==> src/rtl/fifo_read_ctrl_if.sv <==
`default_nettype none
// ----------------------------------------------------------------------------
// fifo_read_ctrl_if : read-side port bundle of the async FIFO
// Rev 1.0
// ----------------------------------------------------------------------------
interface fifo_read_ctrl_if #(
  parameter int DATASIZE = 8,
  parameter int ADDRSIZE = 4
);
  logic                r_en;
  logic [ADDRSIZE:0]   wptr;
  logic [DATASIZE-1:0] mem_rdata;
  logic [ADDRSIZE-1:0] raddr;
  logic [ADDRSIZE:0]   rptr;
  logic                rempty;
  logic                raempty;
  logic [ADDRSIZE:0]   rcount;
  logic [DATASIZE-1:0] rdata;
  logic                rvalid;

  modport master (
    output r_en, wptr, mem_rdata,
    input  raddr, rptr, rempty, raempty, rcount, rdata, rvalid
  );

  modport slave (
    input  r_en, wptr, mem_rdata,
    output raddr, rptr, rempty, raempty, rcount, rdata, rvalid
  );
endinterface
`default_nettype wire

==> src/rtl/fifo_read_ctrl.sv <==
`default_nettype none
// ----------------------------------------------------------------------------
// fifo_read_ctrl : read-domain pointer, flag and data-capture logic
// Rev 1.0
// ----------------------------------------------------------------------------
module fifo_read_ctrl #(
  parameter int DATASIZE  = 8,
  parameter int ADDRSIZE  = 4,
  parameter int AEMPTY_TH = 2
) (
  input  wire logic         rclk,
  input  wire logic         rrst,
  fifo_read_ctrl_if.slave   bus
);
  localparam logic [ADDRSIZE:0] c_aempty_th = (ADDRSIZE+1)'(AEMPTY_TH);

  logic [ADDRSIZE:0]   wq1_q, wq2_q;
  logic [ADDRSIZE:0]   rbin_q, rbin_d;
  logic [ADDRSIZE:0]   rptr_q, rgray_d;
  logic                rempty_q, raempty_q, rvalid_q;
  logic [ADDRSIZE:0]   rcount_q, occ_d;
  logic [DATASIZE-1:0] rdata_q;
  logic                w_rd_ok;
  logic [ADDRSIZE:0]   w_wbin;

  // Gray-to-binary: each binary bit is the XOR of all Gray bits at or above it
  genvar gi;
  generate
    for (gi = 0; gi <= ADDRSIZE; gi++) begin : g_g2b
      assign w_wbin[gi] = ^(wq2_q >> gi);
    end
  endgenerate

  always_comb begin
    w_rd_ok = bus.r_en & ~rempty_q;
    rbin_d  = rbin_q + {{ADDRSIZE{1'b0}}, w_rd_ok};
    rgray_d = (rbin_d >> 1) ^ rbin_d;
    occ_d   = w_wbin - rbin_d;
  end

  always_ff @(posedge rclk or posedge rrst) begin
    if (rrst) begin
      wq1_q     <= '0;
      wq2_q     <= '0;
      rbin_q    <= '0;
      rptr_q    <= '0;
      rempty_q  <= 1'b1;
      raempty_q <= 1'b1;
      rcount_q  <= '0;
      rdata_q   <= '0;
      rvalid_q  <= 1'b0;
    end else begin
      wq1_q     <= bus.wptr;
      wq2_q     <= wq1_q;
      rbin_q    <= rbin_d;
      rptr_q    <= rgray_d;
      // Compared against the post-read pointer so the last read closes the FIFO at once
      rempty_q  <= (rgray_d == wq2_q);
      rcount_q  <= occ_d;
      raempty_q <= (occ_d <= c_aempty_th);
      rvalid_q  <= w_rd_ok;
      if (w_rd_ok) begin
        rdata_q <= bus.mem_rdata;
      end
    end
  end

  assign bus.raddr   = rbin_q[ADDRSIZE-1:0];
  assign bus.rptr    = rptr_q;
  assign bus.rempty  = rempty_q;
  assign bus.raempty = raempty_q;
  assign bus.rcount  = rcount_q;
  assign bus.rdata   = rdata_q;
  assign bus.rvalid  = rvalid_q;
endmodule
`default_nettype wire

==> src/flat_wrapper.sv <==
// flat-port wrapper written by rule: the top's interface ports become plain ports
module fifo_read_ctrl_flat 
#(
  parameter int DATASIZE  = 8,
  parameter int ADDRSIZE  = 4,
  parameter int AEMPTY_TH = 2
)
  (rclk, rrst, bus_r_en, bus_wptr, bus_mem_rdata, bus_raddr, bus_rptr, bus_rempty, bus_raempty, bus_rcount, bus_rdata, bus_rvalid);
  fifo_read_ctrl_if #(.DATASIZE(DATASIZE), .ADDRSIZE(ADDRSIZE)) bus_i ();
  input  wire logic rclk;
  input  wire logic rrst;
  input wire logic [$bits(bus_i.r_en)-1:0] bus_r_en;
  input wire logic [$bits(bus_i.wptr)-1:0] bus_wptr;
  input wire logic [$bits(bus_i.mem_rdata)-1:0] bus_mem_rdata;
  output wire logic [$bits(bus_i.raddr)-1:0] bus_raddr;
  output wire logic [$bits(bus_i.rptr)-1:0] bus_rptr;
  output wire logic [$bits(bus_i.rempty)-1:0] bus_rempty;
  output wire logic [$bits(bus_i.raempty)-1:0] bus_raempty;
  output wire logic [$bits(bus_i.rcount)-1:0] bus_rcount;
  output wire logic [$bits(bus_i.rdata)-1:0] bus_rdata;
  output wire logic [$bits(bus_i.rvalid)-1:0] bus_rvalid;
  assign bus_i.r_en = bus_r_en;
  assign bus_i.wptr = bus_wptr;
  assign bus_i.mem_rdata = bus_mem_rdata;
  assign bus_raddr = bus_i.raddr;
  assign bus_rptr = bus_i.rptr;
  assign bus_rempty = bus_i.rempty;
  assign bus_raempty = bus_i.raempty;
  assign bus_rcount = bus_i.rcount;
  assign bus_rdata = bus_i.rdata;
  assign bus_rvalid = bus_i.rvalid;
  fifo_read_ctrl #(.DATASIZE(DATASIZE), .ADDRSIZE(ADDRSIZE), .AEMPTY_TH(AEMPTY_TH)) u_core (.rclk(rclk), .rrst(rrst), .bus(bus_i));
endmodule
==> config.mk <==
export PLATFORM = sky130hd
export DESIGN_NAME = fifo_read_ctrl_flat
export DESIGN_NICKNAME = d
export VERILOG_FILES = /design/src/rtl/fifo_read_ctrl_if.sv /design/src/rtl/fifo_read_ctrl.sv /design/src/flat_wrapper.sv
export SDC_FILE = /design/constraint.sdc
export NUM_CORES = 1
export LEC_CHECK = 0
export ABC_AREA = 0
export CORE_ASPECT_RATIO = 0.7
export CORE_UTILIZATION = 47
export CTS_CLUSTER_DIAMETER = 50
export DETAILED_ROUTE_END_ITERATION = 8
export PLACE_DENSITY_LB_ADDON = 0.12
export SLEW_MARGIN = 5
export SYNTH_ARGS = -nofsm -noshare
export SYNTH_HDL_FRONTEND = slang
export SYNTH_SLANG_ARGS = --single-unit
export TNS_END_PERCENT = 50
==> constraint.sdc <==
create_clock -name rclk -period 3.41 [get_ports rclk]
set_clock_uncertainty 0.05 [all_clocks]
set_input_delay 0.341 -clock rclk [delete_from_list [all_inputs] [get_ports rclk]]
set_output_delay 0.341 -clock rclk [all_outputs]
set_load 0.02 [all_outputs]
==> flow_summary.toml, run 1 <==
[critical_path]
critPathBufInv = 3
timing.critical_path.slowest_cell_delay_ps = 470
critical_path_depth = 12
cp-start-kind = "input port"
slowest_stage = "sky130_fd_sc_hd__clkdlybuf4s50_1"
cpMostUsedCell = "sky130_fd_sc_hd__ha_1"
timing.critical_path.arrival_ps = 3050
worst_setup_path_end_kind = "flip-flop"
worst-endpoint-required_ps = 3580
worst_r2r_endpoint = "u_core.bus.rcount[4]$_DFF_PP0_"
worstSetupStartpoint = "bus_r_en"
cell_chain_critical_path = "clkdlybuf4s50_1, nor2b_1, ha_1, ha_1, xor2_2, inv_1, ha_1, a21boi_0, inv_1, a221oi_2, o2111ai_1, nor3_2"
setup.worst_path.end = "u_core.bus.raempty$_DFF_PP1_"
r2r_slack_ps = 540
r2r_cells = 10
reg2reg_start = "u_core.wq2_q[3]$_DFF_PP0_"
worstSetupPathType = "input port to flip-flop"
worst_path_dominant_cell_family = "compound AO/OA/AOI/OAI gates"
critical_path_peak_fanout = 2

[synth]
synth_mux_area_share_pct = 5.85
post_synth_and_or_nand_nor_area_fraction_pct = 7.40
synth-edff-count = 0
synth_adder_area_share_pct = 4.07
syn_inst = 109
synth_top_family_by_area = "XOR/XNOR gates"
synth-compound-area-share_pct = 7.32
seq_area_frac_synth_pct = 57.1
syn_area_per_cell_um2 = 14.1
synth.lib_cells_used.distinct = 37
synthArstFlopShare_pct = 100
synth_xor_xnor_area_share_pct = 15.9
synth.ff_latch_count = 35
synthesis.yosys.warnings = 0
synth_nets = 130
synthFlopType = "sky130_fd_sc_hd__dfrtp_1"
synth_area_um2 = 1540

[route]
wl_met1_um = 1340
detail_route.first_pass.iterations = 4
detail_route.wl_per_cell_um = 15.2
met3_wirelength_um = 144
drt-vias-per-instance = 5.10
topRoutingLayerUsed = "met4"
antenna_violating_nets_post_route = 0
wl_met2_um = 1420
drtIter0Drc = 57
route.vias.total = 995
wl_um = 2970
drc_errors = 0

[die]
chipWidth_um = 70.4
chipHeight_um = 49.9
die-area_um2 = 3510
io_pins = 41
fp.coreArea_um2 = 2940
initial_core_util_pct = 52.3
core.rowCount = 16

[clock_tree]
tritoncts_sinks = 35
post_cts_hold_buffer_count = 0
ctsResizeCount = 0
cts_made_buffers = 5
tritoncts = "yes"
h-tree-depth = 2
postCtsSetupBuffers = 0
clockRootBuffer = "sky130_fd_sc_hd__clkbuf_8"
clock_latency_reported_for_the_late_side_of_the_worst_skew_pair_ps = 280
ctsLongestPathBuffers = 2
clkSlewWorstSetupHoldPaths_ps = 70

[global_route]
antenna_found_initial = 0
maximum_number_of_pins_on_one_net_before_global_route_repair = 20
grt_pass1_wl_um = 5290
grt_util_all_layers_pct = 20.7
globalRoute.totalOverflow = 0
vias_in_the_first_global_route = 1074

[finish]
num-nets-final = 179
area_delta_synth_final_pct = 36.3
stdcell_count = 195
drive_above_1_share_pct = 20.8
antenna-diode-count = 0

[timing]
finalHoldViolations = 0
setup_viol_count_final = 0
timing.fmax_ghz = 0.347
timing_max_transition_violations_final = 0
final.setup.tns_ps = 0
finalHoldWorstSlack_ps = 301
setup_repair_after_global_routing_missed_its_margin = "false"
timing.final.crit_share_pct = 84.6
worstMarginPinSlew_ps = 586
headroom_to_the_max_slew_limit_pct = 60.9
final.min_clock_period_ps = 2880

[min_path]
timing.hold.worst.class = "flip-flop to flip-flop"

[pwr]
cell_internal_pwr_uw = 1270
netSwitchingPower_uw = 859
vdd_ir_drop_max_mv = 0.408
netSwitchingFraction_pct = 40.4
power_frac_comb_pct = 56.4
leakage_power_uw = 0.000923
pwr-share-clk_pct = 14.1
power_frac_seq_pct = 29.6
cellPowerDensity_nw_per_um2 = 1010

[placement]
globalplace.congestion = 0.807
placedCellCount = 187
numPortBuffers = 40
detailedPlacementHpwl_um = 2280

[status]
outcome = "finished clean"

[run]
drv_cap = 0
area by class of cell:
type | instances | area [um2]
clock buffer | 7 | 86.3
clock inverter | 1 | 5.00
fill | 188 | 845
inverter | 8 | 30.0
multi-input combinational | 64 | 623
sequential | 35 | 878
tap | 36 | 45.0
timing repair buffer | 44 | 430
sequential cells by signal, summed over array words and instances, names as in the netlist:
signal	cells
u_core.bus.rcount	5
u_core.bus.rempty	1
u_core.bus.rvalid	1
u_core.bus.rdata	8
u_core.rbin_q	5
u_core.wq2_q	5
u_core.bus.rptr	4
u_core.wq1_q	5
u_core.bus.raempty	1
layer usage:
metal | track usage, % | vias up
li1 | - | 470
met1 | 25.7 | 482
met2 | 32.2 | 34
met3 | 7.16 | 9
met4 | 10.3 | 0
met5 | 0 | -
worst min-delay path by stage:
stage | start | end | slack (ps) | cells past startpoint
4_1_cts | u_core.wq1_q[3]$_DFF_PP0_ | u_core.wq2_q[3]$_DFF_PP0_ | 300 | 0
2_1_floorplan | u_core.wq1_q[0]$_DFF_PP0_ | u_core.wq2_q[0]$_DFF_PP0_ | 280 | 0
5_1_grt | u_core.wq1_q[3]$_DFF_PP0_ | u_core.wq2_q[3]$_DFF_PP0_ | 310 | 0
3_3_place_gp | u_core.wq1_q[3]$_DFF_PP0_ | u_core.wq2_q[3]$_DFF_PP0_ | 280 | 0
6_report | u_core.wq1_q[2]$_DFF_PP0_ | u_core.wq2_q[2]$_DFF_PP0_ | 300 | 0
3_5_place_dp | u_core.wq1_q[4]$_DFF_PP0_ | u_core.wq2_q[4]$_DFF_PP0_ | 290 | 0
cells in the mapped netlist (all sizes together) (2+ instances only):
cell type / count / area, um2
dfrtp: 33 / 826
nor3b: 2 / 15.0
ha: 5 / 62.6
dfstp: 2 / 52.6
nand3: 2 / 10.0
xnor2: 5 / 58.8
mux2: 8 / 90.1
xor2: 12 / 139
xnor3: 2 / 46.3
inv: 8 / 30.0
nand2: 4 / 15.0
or2: 2 / 12.5
nor2: 4 / 15.0
clkbuf: 2 / 7.51
placed cells by master (no fill, tap or decap), types with 3 or more instances in the layout:
master and n:
sky130_fd_sc_hd__buf_4 4, sky130_fd_sc_hd__clkbuf_8 6, sky130_fd_sc_hd__clkdlybuf4s50_1 40, sky130_fd_sc_hd__dfrtp_1 33, sky130_fd_sc_hd__ha_1 5, sky130_fd_sc_hd__inv_1 8, sky130_fd_sc_hd__mux2_2 8, sky130_fd_sc_hd__nand2_1 4
sky130_fd_sc_hd__nor2_1 4, sky130_fd_sc_hd__xnor2_1 3, sky130_fd_sc_hd__xor2_1 9
power by group through the flow:
stage / registers, uW / clock network (uW) / logic [uW]
global route: 651 / 333 / 1290
finish: 630 / 299 / 1200
global placement: 632 / 0 / 1150
CTS: 631 / 312 / 1190
detailed placement: 638 / 0 / 1180
floorplan: 784 / 0 / 606
logic make-up after synthesis:
| kind of cell | count (synthesis) |
|---|---|
| flip-flops | 35 |
| AND/OR/NAND/NOR | 20 |
| XOR/XNOR | 19 |
| AO/OA/AOI/OAI | 12 |
| buffers and inverters | 10 |
| multiplexers | 8 |
| adder cells (fa/ha/maj) | 5 |
per-stage QoR:
stage | util (%) | worst slack, ps | total power [uW] | cell area (um2)
final | 71.3 | 526 | 2130 | 2100
after global routing | 71.3 | 363 | 2270 | 2100
after CTS | 71.3 | 542 | 2140 | 2100
after detailed placement | 68.2 | 338 | 1820 | 2010
after global placement | 68.2 | 605 | 1780 | 2010
after floorplan | - | 556 | 1390 | 1540
Power figures use the tool's default switching activity.
==> run 2, diff against run 1 <==
==> constraint.sdc (replaced) <==
create_clock -name rclk -period 2.83 [get_ports rclk]
set_clock_uncertainty 0.05 [all_clocks]
set_input_delay 0.283 -clock rclk [delete_from_list [all_inputs] [get_ports rclk]]
set_output_delay 0.283 -clock rclk [all_outputs]
set_load 0.02 [all_outputs]
==> run 2 against run 1 <==
Net effect:
- final cell count increased by 1.0%
- routed wire length decreased by 5.7%
- hold slack worse by 2.8 ps
- largest cell class unchanged
- register-to-register slack lost 370 ps
- setup slack got worse by 360 ps
- critical path type is now flip-flop to flip-flop
- non-clock buffer count grew 2
==> flow_summary.toml, run 2 (synthesis gave the netlist of run 1 again) <==
[status]
outcome = "finished clean"

[critical_path]
critPathBufInv = 1
worst_path_dominant_cell_family = "XOR/XNOR gates"
timing.critical_path.arrival_ps = 2780
worst-endpoint-required_ps = 2940
cp-start-kind = "flip-flop"
r2r_slack_ps = 170
worst_r2r_endpoint = "u_core.bus.rcount[4]$_DFF_PP0_"
cpMostUsedCell = "sky130_fd_sc_hd__ha_1"
cell_chain_critical_path = "xnor3_2, xor2_2, xor2_1, ha_1, inv_1, ha_1, nor2_1, o221ai_2, and4_1, or2_1"
critical_path_peak_fanout = 3
worst_setup_path_end_kind = "flip-flop"
reg2reg_start = "u_core.wq2_q[4]$_DFF_PP0_"
r2r_cells = 10
worstSetupPathType = "flip-flop to flip-flop"
timing.critical_path.slowest_cell_delay_ps = 480
slowest_stage = "sky130_fd_sc_hd__xnor3_2"

[pwr]
power_frac_comb_pct = 56.4
power_frac_seq_pct = 29.7
netSwitchingFraction_pct = 40.1
leakage_power_uw = 0.000935
pwr-share-clk_pct = 14.0
netSwitchingPower_uw = 1030
vdd_ir_drop_max_mv = 0.520
cell_internal_pwr_uw = 1540
overall_power_of_the_completed_layout_uw = 2570
cellPowerDensity_nw_per_um2 = 1210

[die]
core.rowCount = 16
fp.coreArea_um2 = 2940
initial_core_util_pct = 52.3
chipWidth_um = 70.4
io_pins = 41
chipHeight_um = 49.9
die-area_um2 = 3510

[global_route]
grt_util_all_layers_pct = 18.5
grt_pass1_wl_um = 4850
antenna_found_initial = 0
maximum_number_of_pins_on_one_net_before_global_route_repair = 21
globalRoute.totalOverflow = 0
vias_in_the_first_global_route = 1008

[min_path]
holdPathStages = 0
timing.hold.worst.start = "u_core.wq1_q[3]$_DFF_PP0_"
min_to = "u_core.wq2_q[3]$_DFF_PP0_"
timing.hold.worst.class = "flip-flop to flip-flop"

[clock_tree]
post_cts_hold_buffer_count = 0
cts_made_buffers = 5
clock_latency_reported_for_the_late_side_of_the_worst_skew_pair_ps = 280
h-tree-depth = 2
clockRootBuffer = "sky130_fd_sc_hd__clkbuf_8"
tritoncts_sinks = 35
tritoncts = "yes"
clkSlewWorstSetupHoldPaths_ps = 60
ctsLongestPathBuffers = 2

[route]
wl_um = 2800
wl_met1_um = 1390
antenna_violating_nets_post_route = 0
drc_errors = 0
wl_met2_um = 1260
detail_route.first_pass.iterations = 4
drtIter0Drc = 65
topRoutingLayerUsed = "met4"
met3_wirelength_um = 137
route.vias.total = 984
detail_route.wl_per_cell_um = 14.2
drt-vias-per-instance = 4.99

[timing]
final.setup.tns_ps = 0
timing.fmax_ghz = 0.375
setup_viol_count_final = 0
finalHoldViolations = 0
headroom_to_the_max_slew_limit_pct = 51.7
timing.final.crit_share_pct = 94.2
timing_max_transition_violations_final = 0
postLayoutSetupSlackWorst_ps = 165
final.min_clock_period_ps = 2660
setup_repair_after_global_routing_missed_its_margin = "false"
worstMarginPinSlew_ps = 723

[finish]
post-route-cell-area_um2 = 2120
antenna-diode-count = 0
final_core_utilization_pct = 71.9
fillerInstances = 197
max_reg_flops = 8
mostFrequentLayoutCell = "sky130_fd_sc_hd__clkdlybuf4s50_1"
area_delta_synth_final_pct = 37.5
num-nets-final = 181
mostFrequentLayoutCells = "sky130_fd_sc_hd__clkdlybuf4s50_1, sky130_fd_sc_hd__dfrtp_1, sky130_fd_sc_hd__xor2_1"
drive_above_1_share_pct = 22.4

[placement]
globalplace.congestion = 0.851
detailedPlacementHpwl_um = 2150
post_dp_cell_area_um2 = 2010
numPortBuffers = 40
dp_worst_setup_slack_ps = -135

[run]
drv_cap = 0
[run 2: worst max-delay path by stage]
stage                                           endpoint  slack [ps]                   startpoint  cells after the start
after floorplan             u_core.bus.raempty$_DFF_PP1_          30  u_core.bus.rempty$_DFF_PP1_                     12
after global placement      u_core.bus.raempty$_DFF_PP1_          90                     bus_r_en                     12
after detailed placement    u_core.bus.raempty$_DFF_PP1_        -140                     bus_r_en                     12
after CTS                 u_core.bus.rcount[4]$_DFF_PP0_         130    u_core.wq2_q[3]$_DFF_PP0_                     10
after global routing        u_core.bus.raempty$_DFF_PP1_          20    u_core.wq2_q[4]$_DFF_PP0_                      9
final                     u_core.bus.rcount[4]$_DFF_PP0_         170    u_core.wq2_q[4]$_DFF_PP0_                     10
[run 2: stage by stage]
stage	instances	hold slack [ps]
6_report	197	298
5_1_grt	197	308
3_3_place_gp	188	282
4_1_cts	196	300
2_1_floorplan	109	264
3_5_place_dp	188	285
[run 2: cell type report]
type	instances	area, um2	share of cell area (%)
well taps	36	45.0	2.13
clock buffers	7	86.3	4.08
clock inverters	1	5.00	0.237
repair buffers	46	445	21.1
inverters	8	30.0	1.42
multi-input cells	64	626	29.6
flip-flops and latches	35	878	41.5
[run 2: routing by layer]
metal,track usage [%],vias to the layer above
met1,26.4,474
met4,6.00,0
met5,0,-
li1,-,478
met2,27.1,30
met3,5.52,2
[run 2: repair_timing]
item,CTS,global route
setup buffers,0,1
endpoints found under the setup margin,0,2
resized for setup,0,2
[run 2: power groups by stage]
| stage | logic (uW) | clock network, uW | registers [uW] |
|---|---|---|---|
| 2_1_floorplan | 731 | 0 | 945 |
| 3_3_place_gp | 1390 | 0 | 762 |
| 3_5_place_dp | 1420 | 0 | 773 |
| 4_1_cts | 1440 | 370 | 763 |
| 5_1_grt | 1560 | 392 | 784 |
| 6_report | 1450 | 359 | 762 |
